**src/rtl/ehl_dfi_cmd_sched.sv**
```systemverilog
// ehl_dfi_cmd_sched: read/write arbiter feeding the DFI command slot, with turnaround gaps,
// a starvation limit and write-data credit tracking against the PHY write-data FIFO.
// Latency: grant in cycle N (combinational), cmd_valid/cmd_we/cmd_addr registered in N+1.
// Backpressure: cmd_ready=0 holds the output register and blocks all grants; gap counters keep running.
// Ports:
//   clk, reset_n                 controller clock, async active-low reset
//   rd_req/rd_addr/rd_gnt        read requester (request held until grant)
//   wr_req/wr_addr/wr_gnt        write requester (request held until grant)
//   wr_done                      PHY consumed one write burst (returns one credit)
//   cmd_valid/cmd_we/cmd_addr    registered command to the DFI pipeline, cmd_ready accepts
//   credits, credit_err          free write credits, sticky credit-return overflow flag
module ehl_dfi_cmd_sched #(
  parameter int unsigned T_WTR        = 4,
  parameter int unsigned T_RTW        = 6,
  parameter int unsigned WR_CREDITS   = 16,
  parameter int unsigned STARVE_LIMIT = 8,
  parameter int unsigned ADDR_W       = 28
) (
  input  logic              clk,
  input  logic              reset_n,
  input  logic              rd_req,
  input  logic [ADDR_W-1:0] rd_addr,
  output logic              rd_gnt,
  input  logic              wr_req,
  input  logic [ADDR_W-1:0] wr_addr,
  output logic              wr_gnt,
  input  logic              wr_done,
  output logic              cmd_valid,
  output logic              cmd_we,
  output logic [ADDR_W-1:0] cmd_addr,
  input  logic              cmd_ready,
  output logic [4:0]        credits,
  output logic              credit_err
);

  typedef enum logic [1:0] {
    ST_IDLE   = 2'd0,
    ST_RD_RUN = 2'd1,
    ST_WR_RUN = 2'd2
  } state_t;

  localparam logic [4:0] CRED_MAX = 5'(WR_CREDITS);
  localparam logic [7:0] STARVE   = 8'(STARVE_LIMIT);
  // The capture cycle itself is the first cycle of the gap, so the counter is
  // loaded one short: a capture at N makes the other side eligible at N+T.
  localparam logic [3:0] WTR_LOAD = 4'(T_WTR - 1);
  localparam logic [3:0] RTW_LOAD = 4'(T_RTW - 1);

  state_t            state_q, state_d;
  logic [3:0]        wtr_cnt_q, wtr_cnt_d;
  logic [3:0]        rtw_cnt_q, rtw_cnt_d;
  logic [7:0]        streak_q, streak_d;
  logic [4:0]        credits_q, credits_d;
  logic              credit_err_q, credit_err_d;
  logic              cmd_valid_q, cmd_valid_d;
  logic              cmd_we_q, cmd_we_d;
  logic [ADDR_W-1:0] cmd_addr_q, cmd_addr_d;

  logic rd_elig, wr_elig;
  logic rd_sel, wr_sel;
  logic other_req, leave_dir;
  logic rd_gnt_int, wr_gnt_int;

  assign rd_elig = rd_req && (wtr_cnt_q == 4'd0);
  assign wr_elig = wr_req && (credits_q != 5'd0) && (rtw_cnt_q == 4'd0);

  // Direction selection. While leaving a direction, only the new side may be
  // granted; the state flips on that first grant, not when the switch decision is made.
  always_comb begin
    rd_sel    = 1'b0;
    wr_sel    = 1'b0;
    other_req = 1'b0;
    leave_dir = 1'b0;
    case (state_q)
      ST_RD_RUN: begin
        other_req = wr_req;
        leave_dir = !rd_req || (wr_req && (streak_q >= STARVE));
        if (leave_dir) wr_sel = wr_elig;
        else           rd_sel = rd_elig;
      end
      ST_WR_RUN: begin
        other_req = rd_req;
        leave_dir = !wr_req || (rd_req && (streak_q >= STARVE));
        if (leave_dir) rd_sel = rd_elig;
        else           wr_sel = wr_elig;
      end
      default: begin
        rd_sel = rd_elig;
        wr_sel = !rd_elig && wr_elig;
      end
    endcase
  end

  // A stalled output register blocks capture; reset forces grants low.
  assign rd_gnt_int = reset_n && cmd_ready && rd_sel;
  assign wr_gnt_int = reset_n && cmd_ready && wr_sel;
  assign rd_gnt     = rd_gnt_int;
  assign wr_gnt     = wr_gnt_int;

  always_comb begin
    state_d      = state_q;
    streak_d     = streak_q;
    wtr_cnt_d    = (wtr_cnt_q != 4'd0) ? wtr_cnt_q - 4'd1 : 4'd0;
    rtw_cnt_d    = (rtw_cnt_q != 4'd0) ? rtw_cnt_q - 4'd1 : 4'd0;
    credits_d    = credits_q;
    credit_err_d = credit_err_q || (wr_done && (credits_q == CRED_MAX));
    cmd_valid_d  = cmd_valid_q;
    cmd_we_d     = cmd_we_q;
    cmd_addr_d   = cmd_addr_q;

    // Streak counts consecutive same-direction grants only while the other side waits;
    // the first grant after a direction change counts as one.
    if (rd_gnt_int) begin
      state_d   = ST_RD_RUN;
      rtw_cnt_d = RTW_LOAD;
      if (!wr_req)                  streak_d = 8'd0;
      else if (state_q == ST_RD_RUN) streak_d = streak_q + 8'd1;
      else                          streak_d = 8'd1;
    end else if (wr_gnt_int) begin
      state_d   = ST_WR_RUN;
      wtr_cnt_d = WTR_LOAD;
      if (!rd_req)                  streak_d = 8'd0;
      else if (state_q == ST_WR_RUN) streak_d = streak_q + 8'd1;
      else                          streak_d = 8'd1;
    end else if (!other_req) begin
      streak_d = 8'd0;
    end

    // A grant and a returned burst in the same cycle cancel out; a return while
    // the FIFO is already empty is flagged and otherwise ignored.
    if (wr_gnt_int && !wr_done) begin
      credits_d = credits_q - 5'd1;
    end else if (!wr_gnt_int && wr_done && (credits_q != CRED_MAX)) begin
      credits_d = credits_q + 5'd1;
    end

    if (rd_gnt_int || wr_gnt_int) begin
      cmd_valid_d = 1'b1;
      cmd_we_d    = wr_gnt_int;
      cmd_addr_d  = wr_gnt_int ? wr_addr : rd_addr;
    end else if (cmd_ready) begin
      cmd_valid_d = 1'b0;
    end
  end

  always_ff @(posedge clk or negedge reset_n) begin
    if (!reset_n) begin
      state_q      <= ST_IDLE;
      wtr_cnt_q    <= 4'd0;
      rtw_cnt_q    <= 4'd0;
      streak_q     <= 8'd0;
      credits_q    <= CRED_MAX;
      credit_err_q <= 1'b0;
      cmd_valid_q  <= 1'b0;
      cmd_we_q     <= 1'b0;
      cmd_addr_q   <= '0;
    end else begin
      state_q      <= state_d;
      wtr_cnt_q    <= wtr_cnt_d;
      rtw_cnt_q    <= rtw_cnt_d;
      streak_q     <= streak_d;
      credits_q    <= credits_d;
      credit_err_q <= credit_err_d;
      cmd_valid_q  <= cmd_valid_d;
      cmd_we_q     <= cmd_we_d;
      cmd_addr_q   <= cmd_addr_d;
    end
  end

  assign cmd_valid  = cmd_valid_q;
  assign cmd_we     = cmd_we_q;
  assign cmd_addr   = cmd_addr_q;
  assign credits    = credits_q;
  assign credit_err = credit_err_q;

endmodule

```
**config.mk**
```make
export PLATFORM = sky130hd
export DESIGN_NAME = ehl_dfi_cmd_sched
export DESIGN_NICKNAME = d
export VERILOG_FILES = /design/src/rtl/ehl_dfi_cmd_sched.sv
export SDC_FILE = /design/constraint.sdc
export NUM_CORES = 1
export LEC_CHECK = 0
export CAP_MARGIN = 0
export CORE_MARGIN = 10
export CORE_UTILIZATION = 35
export CTS_CLUSTER_DIAMETER = 100
export CTS_CLUSTER_SIZE = 40
export DETAILED_ROUTE_END_ITERATION = 7
export PLACE_DENSITY = 0.75
export SLEW_MARGIN = 20
export SYNTH_ARGS = -nofsm -noshare
export SYNTH_HDL_FRONTEND = slang
export SYNTH_SLANG_ARGS = --single-unit
```
**constraint.sdc**
```tcl
create_clock -name clk -period 3.7 [get_ports clk]
set_input_delay 0.555 -clock clk [delete_from_list [all_inputs] [get_ports clk]]
set_output_delay 0.555 -clock clk [all_outputs]
set_load 0.02 [all_outputs]
```
==> impl_metrics.py, run 1 <==
metrics = {
    "run_status": {
        "status": "finished, final reports clean",
    },
    "cells_and_area": {
        "fin_util": 0.5066,
        "final.fill_count": 753,
        "regArea_sq_um": 1353,
        "layout_commonest_cell": "clkdlybuf4s50_1",
        "final_cells": 511,
        "num_antenna_cells": 0,
        "layout.nets": 473,
        "layout-drive-gt1-share": 0.07143,
        "multi_input_area_sq_um": 1494,
        "layout_common_cells": "clkdlybuf4s50_1 (98), dfrtp_1 (53), nand2_1 (51)",
        "syn2layout_area_growth_pct": 40.26,
    },
    "clock_tree": {
        "cts_sinks": 54,
        "ctsResizeCount": 0,
        "clock_latency_ps": 310,
        "cts_inserted_buffers": 5,
        "cts_hold_buf": 0,
        "clk_pin_slew_worst_paths_ps": 90,
        "cts_tree": "built",
        "cts-root-buf": "clkbuf_8",
        "htreeDepth": 2,
        "post-cts-setup-buffers": 0,
        "clockBufferDepth": 2,
    },
    "pwr": {
        "power.density_nw_per_um2": 668.3,
        "p_leak_uw": 0.001860,
        "total_power_uw": 2782,
        "peakVddDrop_mv": 0.3755,
    },
    "yosys": {
        "synth-seq-area-share": 0.4557,
        "syn_inst": 307,
        "ys_async_sr_fraction": 1.000,
        "yosys_warnings": 0,
        "synth-seq-cells": 54,
        "postSynthAreaPerCell_sq_um": 9.667,
        "synth_fp_nets": 375,
        "synth_cell_type_count": 55,
        "synth_edf_count": 0,
        "syn_area_sq_um": 2968,
        "synth_ff_type": "dfrtp_1",
    },
    "worst_setup_path": {
        "worstPathCellList": "clkdlybuf4s50_1 -> nor3b_2 -> o2111ai_4 -> a2111oi_4 -> xor2_1 -> ha_1 -> o21ai_0 -> a2111oi_0 -> o221ai_1 -> o311a_1 -> and2_1",
        "cp-start-kind": "input pin",
        "cp.buffers_inverters": 1,
        "crit_arrival_ps": 3670,
        "slowest_delay_ps": 590,
        "path_max_fanout": 7,
        "cp_top_family": "compound AO/OA/AOI/OAI gates",
        "cpMaxStageDelayCell": "clkdlybuf4s50_1",
        "critPathRequiredTime_ps": 3930,
        "end_kind": "flip-flop",
        "crit_type": "in2reg",
    },
    "grt": {
        "grt_pass1_vias": 2589,
        "grt_max_degree": 54,
        "antenna_found_initial": 0,
        "grt-ovfl-total": 0,
        "grt_pass1_wl_mm": 13.26,
        "grtUsageTotal": 0.1241,
    },
    "placed_design": {
        "gp_congestion": 0.8120,
        "portBuffers": 99,
        "dp.cells": 503,
        "dpl.hpwl_mm": 6.235,
        "place_ws_ps": -34.90,
    },
    "sta": {
        "min_period_over_period": 0.9281,
        "hold_ws_ps": 38.73,
        "slew_viol_final": 0,
        "fmax_ghz": 0.2912,
        "setup_viol": 0,
        "fin_ws_ps": 266.0,
        "fin_crit_ps": 3434,
        "rsz0062_at_grt": "no",
        "finalHoldViolations": 0,
        "fin_worst_skew_ps": 17.15,
        "tightest_slew_ps": 672.2,
        "max-slew-margin-rel": 0.5519,
    },
    "route": {
        "wl_met3_um": 568,
        "drt-total-wl_mm": 8.231,
        "wl_met1_mm": 3.690,
        "via_count": 2669,
        "drc": 0,
        "drt_iter0_markers": 150,
        "dr_wl_met2_mm": 3.927,
        "dr.max_layer_used": "met4",
        "vias_per_cell": 5.223,
        "wire_per_inst_um": 16.11,
        "first_pass_iters": 4,
        "drtAntennaViolNets": 0,
    },
    "die": {
        "core_area_sq_um": 8217,
        "die_w_um": 112.1,
        "io_pins": 100,
        "die_h_um": 112.1,
        "std_cell_rows": 33,
        "start_util": 0.3612,
        "fp.dieArea_sq_um": 12560,
    },
    "flow_run": {
        "drv_cap": 0,
    },
    "hold_path": {
        "hp-class": "in2async",
    },
}
[state kept, by name (all words and copies together) (netlist names)]
register and cells:
cmd_addr 28, cmd_valid 1, cmd_we 1, credit_err 1
credits 5, rtw_cnt_q 4, state_q 2, streak_q 8
wtr_cnt_q 4
[layer usage]
layer / up-vias / GRT usage
met1: 1280 / 0.1603
met4: 0 / 0.02030
met5: - / 0
met3: 6 / 0.03248
li1: 1287 / -
met2: 96 / 0.2063
[worst reg2reg max path, stage by stage (launching register included)]
cell and delay [ps]:
dfrtp_1 370, inv_1 60, ha_1 260, and3b_1 220, a311oi_2 430, a2111oi_4 160, xor2_1 190, ha_1 260
o21ai_0 110, a2111oi_0 370, o221ai_1 240, o311a_1 330, and2_1 160
[through the flow]
step | cell area [sq um] | setup TNS (ps)
2_1_floorplan | 2968 | 0
3_3_place_gp | 4053 | 0
3_5_place_dp | 4053 | -34.90
4_1_cts | 4163 | 0
5_1_grt | 4163 | 0
6_report | 4163 | 0
[kinds of logic (layout without fill, tap and decap cells)]
logic type,Yosys count,in the layout,share of synthesized area
adders and majority gates,6,6,0.02529
buffers and inverters,25,124,0.04174
DFF,54,54,0.4557
muxes,30,30,0.1020
AOI/OAI and AO/OA,78,78,0.1842
xor gates and xnor gates,4,4,0.01181
and+or+nand+nor,110,110,0.1792
[cells in the mapped netlist (all sizes together), types with 4 or more instances]
| cell type | n | area, sq um |
|---|---|---|
| nand2 | 52 | 195.2 |
| o21ai | 45 | 225.2 |
| nand3 | 9 | 45.04 |
| inv | 11 | 43.80 |
| and2 | 8 | 50.05 |
| mux2i | 28 | 280.3 |
| nor3 | 7 | 35.03 |
| o22ai | 4 | 25.02 |
| nor2 | 15 | 56.30 |
| buf | 7 | 53.79 |
| dfrtp | 53 | 1326 |
| a21oi | 6 | 30.03 |
| clkbuf | 7 | 26.28 |
| ha | 6 | 75.07 |
[cell type report]
type / count / area share
clock buffer: 6 / 0.01743
multi-input combinational: 228 / 0.3589
clock inverter: 2 / 0.009017
inverter: 11 / 0.01052
tap: 105 / 0.03156
sequential: 54 / 0.3249
timing repair buffer: 105 / 0.2477
[where the power goes]
group          switching [uW]  total [uW]  internal, uW
Sequential                170         986           816
Combinational             732        1400           670
Clock                     191         393           202
[final timing paths]
path / startpoint / endpoint / slack, ps / cells after the start
max: wr_req / credits[4] / 270 / 11
min: reset_n / cmd_valid / 40 / 1
max reg2reg: state_q[0] / credits[4] / 470 / 12
min reg2reg: credit_err / credit_err / 480 / 1
max in group asynchronous: reset_n / streak_q[5] / 2820 / 2
min in group clk: credit_err / credit_err / 480 / 1
No activity file was read; power rests on OpenSTA's default activity.
==> run 2, diff against run 1 <==
==> constraint.sdc (replaced) <==
create_clock -name clk -period 4.19 [get_ports clk]
set_input_delay 0.6285 -clock clk [delete_from_list [all_inputs] [get_ports clk]]
set_output_delay 0.6285 -clock clk [all_outputs]
set_load 0.02 [all_outputs]
==> impl_metrics.py, run 2 (synthesized netlist as in run 1, its figures left out) <==
metrics = {
    "placed_design": {
        "dpl.hpwl_mm": 6.088,
        "portBuffers": 99,
        "gp_congestion": 0.8246,
        "place_ws_ps": 430.4,
    },
    "flow_run": {
        "drv_cap": 0,
    },
    "die": {
        "core_area_sq_um": 8217,
        "io_pins": 100,
        "std_cell_rows": 33,
        "die_w_um": 112.1,
        "start_util": 0.3612,
        "fp.dieArea_sq_um": 12560,
        "die_h_um": 112.1,
    },
    "sta": {
        "fin_worst_skew_ps": 10.74,
        "finalHoldViolations": 0,
        "hold_ws_ps": 498.4,
        "max-slew-margin-rel": 0.4167,
        "setup_viol": 0,
        "tightest_slew_ps": 869.7,
        "slew_viol_final": 0,
        "fmax_ghz": 0.2706,
        "fin_crit_ps": 3695,
        "finalSetupTns_ps": 0,
        "rsz0062_at_grt": "no",
        "fin_ws_ps": 494.9,
        "min_period_over_period": 0.8819,
    },
    "clock_tree": {
        "cts_inserted_buffers": 5,
        "cts_hold_buf": 0,
        "cts_tree": "built",
        "clockBufferDepth": 2,
        "post-cts-setup-buffers": 0,
        "cts-root-buf": "clkbuf_8",
        "htreeDepth": 2,
        "cts_sinks": 54,
        "clock_latency_ps": 310,
        "clk_pin_slew_worst_paths_ps": 100,
        "ctsResizeCount": 0,
    },
    "pwr": {
        "p_leak_uw": 0.001847,
        "peakVddDrop_mv": 0.3356,
        "total_power_uw": 2430,
        "power.density_nw_per_um2": 587.7,
    },
    "cells_and_area": {
        "layout-drive-gt1-share": 0.06700,
        "layout_commonest_cell": "clkdlybuf4s50_1",
        "fin_util": 0.5033,
        "num_antenna_cells": 0,
        "syn2layout_area_growth_pct": 39.33,
        "layout.nets": 470,
        "largest_register_ff_count": 28,
        "layout_common_cells": "clkdlybuf4s50_1 (98), dfrtp_1 (53), nand2_1 (51)",
        "final.fill_count": 764,
    },
    "route": {
        "drt_iter0_markers": 129,
        "via_count": 2597,
        "drtAntennaViolNets": 0,
        "drt-total-wl_mm": 8.199,
        "drc": 0,
        "first_pass_iters": 4,
        "wire_per_inst_um": 16.14,
        "vias_per_cell": 5.112,
    },
    "grt": {
        "grtUsageTotal": 0.1255,
        "grt_max_degree": 55,
        "antenna_found_initial": 0,
        "grt.met2_usage": 0.1989,
        "grt_pass1_wl_mm": 13.46,
        "met3_usage": 0.03088,
        "grt_pass1_vias": 2557,
        "grtUsageMet1": 0.1704,
        "grt-ovfl-total": 0,
        "busiest_layer": "met2",
    },
    "worst_setup_path": {
        "critPathRequiredTime_ps": 3560,
        "crit_type": "in2out",
        "cp-start-kind": "input pin",
        "path_max_fanout": 42,
        "reg2reg_slack_ps": 1080,
        "end_kind": "primary output",
        "crit_arrival_ps": 3070,
    },
    "run_status": {
        "status": "finished, final reports clean",
    },
    "hold_path": {
        "hp-class": "reg2reg",
    },
}
[run 2: cell types whose count changed in the layout (fill, tap and decap cells not counted), sizes merged]
cell      before  now
buf            7    4
bufinv         1    0
clkbuf         6    7
clkinv         0    1
clkinvlp       1    0
[run 2: final cells by class]
cell class              instances  area, sq um  area share
well taps                     105        131.4     0.03177
clock buffers                   7        96.34     0.02330
repair buffers                102         1008      0.2439
inverters                      11        43.79     0.01059
multi-input cells             228         1494      0.3613
flip-flops and latches         54         1353      0.3271
clock inverters                 1        8.758    0.002118
[run 2: worst paths after layout]
check,from,endpoint,depth (start not counted)
hold reg to reg,cmd_we,cmd_we,2
setup reg to reg,state_q[0],credits[4],12
hold / removal,cmd_we,cmd_we,2
min in group asynchronous,reset_n,credits[0],2
max in group asynchronous,reset_n,cmd_addr[23],2
setup / recovery,wr_req,wr_gnt,6
[run 2: where the power goes]
part	internal [uW]	switching (uW)
Clock	152	175
Combinational	588	639
Sequential	721	155
Total	1460	969
[run 2: stage by stage]
stage               instance area, sq um  cells
finish                              4135    508
CTS                                 4135    508
global route                        4135    508
floorplan                           2968    307
global placement                    4030    500
detailed placement                  4030    500
[run 2: per-layer routing]
layer	share of wire	vias up
met1	0.48	1238
met5	0	-
met3	0.052	2
met4	0.0023	0
li1	-	1283
met2	0.46	74
[run 2: critical path: stages]
cell and delay [ps]:
clkdlybuf4s50_1 610, nor3b_2 270, o2111ai_4 170, a211o_4 400, inv_4 280, clkdlybuf4s50_1 680
==> run 3, diff against run 2 <==
--- a/config.mk
+++ b/config.mk
@@ -6,6 +6,7 @@
 export NUM_CORES = 1
 export LEC_CHECK = 0
 export CAP_MARGIN = 0
+export CORE_ASPECT_RATIO = 0.6
 export CORE_MARGIN = 10
 export CORE_UTILIZATION = 35
 export CTS_CLUSTER_DIAMETER = 100
==> impl_metrics.py, run 3 (synthesized netlist as in run 1, its figures left out) <==
metrics = {
    "run_status": {
        "status": "finished, final reports clean",
    },
    "clock_tree": {
        "cts-root-buf": "clkbuf_16",
        "ctsResizeCount": 0,
        "clk_pin_slew_worst_paths_ps": 70,
        "cts_inserted_buffers": 5,
        "cts_tree": "built",
        "post-cts-setup-buffers": 0,
        "clockBufferDepth": 2,
        "cts_sinks": 54,
        "htreeDepth": 2,
        "cts_hold_buf": 0,
        "clock_latency_ps": 300,
    },
    "die": {
        "core_area_sq_um": 8070,
        "std_cell_rows": 25,
        "start_util": 0.3678,
        "die_w_um": 138.9,
        "die_h_um": 91.33,
        "fp.dieArea_sq_um": 12680,
        "io_pins": 100,
    },
    "sta": {
        "fmax_ghz": 0.2763,
        "fin_crit_ps": 3619,
        "finalHoldViolations": 0,
        "rsz0062_at_grt": "no",
        "slew_viol_final": 0,
        "setup_viol": 0,
        "finalSetupTns_ps": 0,
        "tightest_slew_ps": 871.8,
        "max-slew-margin-rel": 0.4153,
        "fin_worst_skew_ps": 10.22,
        "min_period_over_period": 0.8637,
    },
    "cells_and_area": {
        "layout_common_cells": "clkdlybuf4s50_1 (98), dfrtp_1 (53), nand2_1 (51)",
        "syn2layout_area_growth_pct": 41.44,
        "fin_util": 0.5202,
        "fin_area_sq_um": 4198,
        "num_antenna_cells": 0,
        "layout.nets": 471,
        "largest_register_ff_count": 28,
        "layout_commonest_cell": "clkdlybuf4s50_1",
        "layout-drive-gt1-share": 0.06931,
        "final_cells": 512,
    },
    "route": {
        "wl_met3_um": 670,
        "drt_iter0_markers": 144,
        "dr_wl_met2_mm": 3.482,
        "wire_per_inst_um": 17.61,
        "dr.max_layer_used": "met4",
        "vias_per_cell": 5.162,
        "drc": 0,
        "via_count": 2643,
        "drtAntennaViolNets": 0,
        "first_pass_iters": 5,
        "drt-total-wl_mm": 9.016,
        "wl_met1_mm": 4.791,
    },
    "placed_design": {
        "dp.cells": 504,
        "dpl_cell_area_sq_um": 4041,
        "portBuffers": 99,
        "gp_congestion": 0.8688,
        "dpl.hpwl_mm": 6.840,
    },
    "flow_run": {
        "drv_cap": 0,
    },
    "worst_setup_path": {
        "worstRegToRegCells": 12,
        "cp-start-kind": "input pin",
        "rr_endpoint": "credits[4]",
        "crit_type": "in2reg",
        "path_max_fanout": 7,
        "reg2reg_from": "state_q[0]",
        "end_kind": "flip-flop",
        "critPathRequiredTime_ps": 4410,
        "crit_arrival_ps": 3840,
        "reg2reg_slack_ps": 920,
    },
    "hold_path": {
        "hp-class": "reg2reg",
        "hold_path_depth": 2,
        "min_from": "cmd_we",
        "worst_hold_path.endpoint": "cmd_we",
    },
    "grt": {
        "grt_max_degree": 55,
        "grt_pass1_vias": 2594,
        "antenna_found_initial": 0,
        "grtUsageTotal": 0.1402,
        "grt_pass1_wl_mm": 14.61,
        "grt-ovfl-total": 0,
    },
    "pwr": {
        "power.density_nw_per_um2": 612.5,
        "p_leak_uw": 0.001875,
        "peakVddDrop_mv": 0.3682,
    },
}
run 3: final cells by class:
cell class                      instances  area, sq um
Clock buffer                            6        138.9
Timing Repair Buffer                  103         1016
Multi-Input combinational cell        228         1494
Inverter                               11        43.79
Tap cell                              108        135.1
Sequential cell                        54         1353
Fill cell                             733         3872
Clock inverter                          2        17.52
run 3: critical path, stage by stage:
cell             delay [ps]
clkdlybuf4s50_1         610
nor3b_2                 280
o2111ai_4               180
a2111oi_4               540
xor2_1                  220
ha_1                    260
o21ai_0                 110
a2111oi_0               310
o221ai_1                220
o311a_1                 310
and2_1                  160
run 3: metrics by stage:
step	total power, uW	hold WS [ps]	setup WS, ps
CTS	2598	488.4	616.8
global placement	2115	462.9	462.9
finish	2571	481.3	571.2
detailed placement	2149	471.4	325.1
global route	2750	520.3	401.9
floorplan	1577	332.9	1236
run 3: worst max path at each step:
stage | slack [ps] | to | from
2_1_floorplan | 1240 | credits[4] | credits[4]
3_3_place_gp | 460 | credits[4] | wr_req
3_5_place_dp | 330 | credits[4] | wr_req
4_1_cts | 620 | credits[4] | wr_req
5_1_grt | 400 | credits[4] | wr_req
6_report | 570 | credits[4] | wr_req
run 3: layer usage:
| metal | global-route usage | vias up |
|---|---|---|
| met3 | 0.04264 | 6 |
| li1 | - | 1291 |
| met2 | 0.1906 | 122 |
| met5 | 0 | - |
| met1 | 0.2087 | 1224 |
| met4 | 0.03114 | 0 |
run 3: report_power, final:
| group | switching (uW) | internal (uW) |
|---|---|---|
| registers | 154 | 722 |
| clock network | 200 | 241 |
| logic | 665 | 590 |
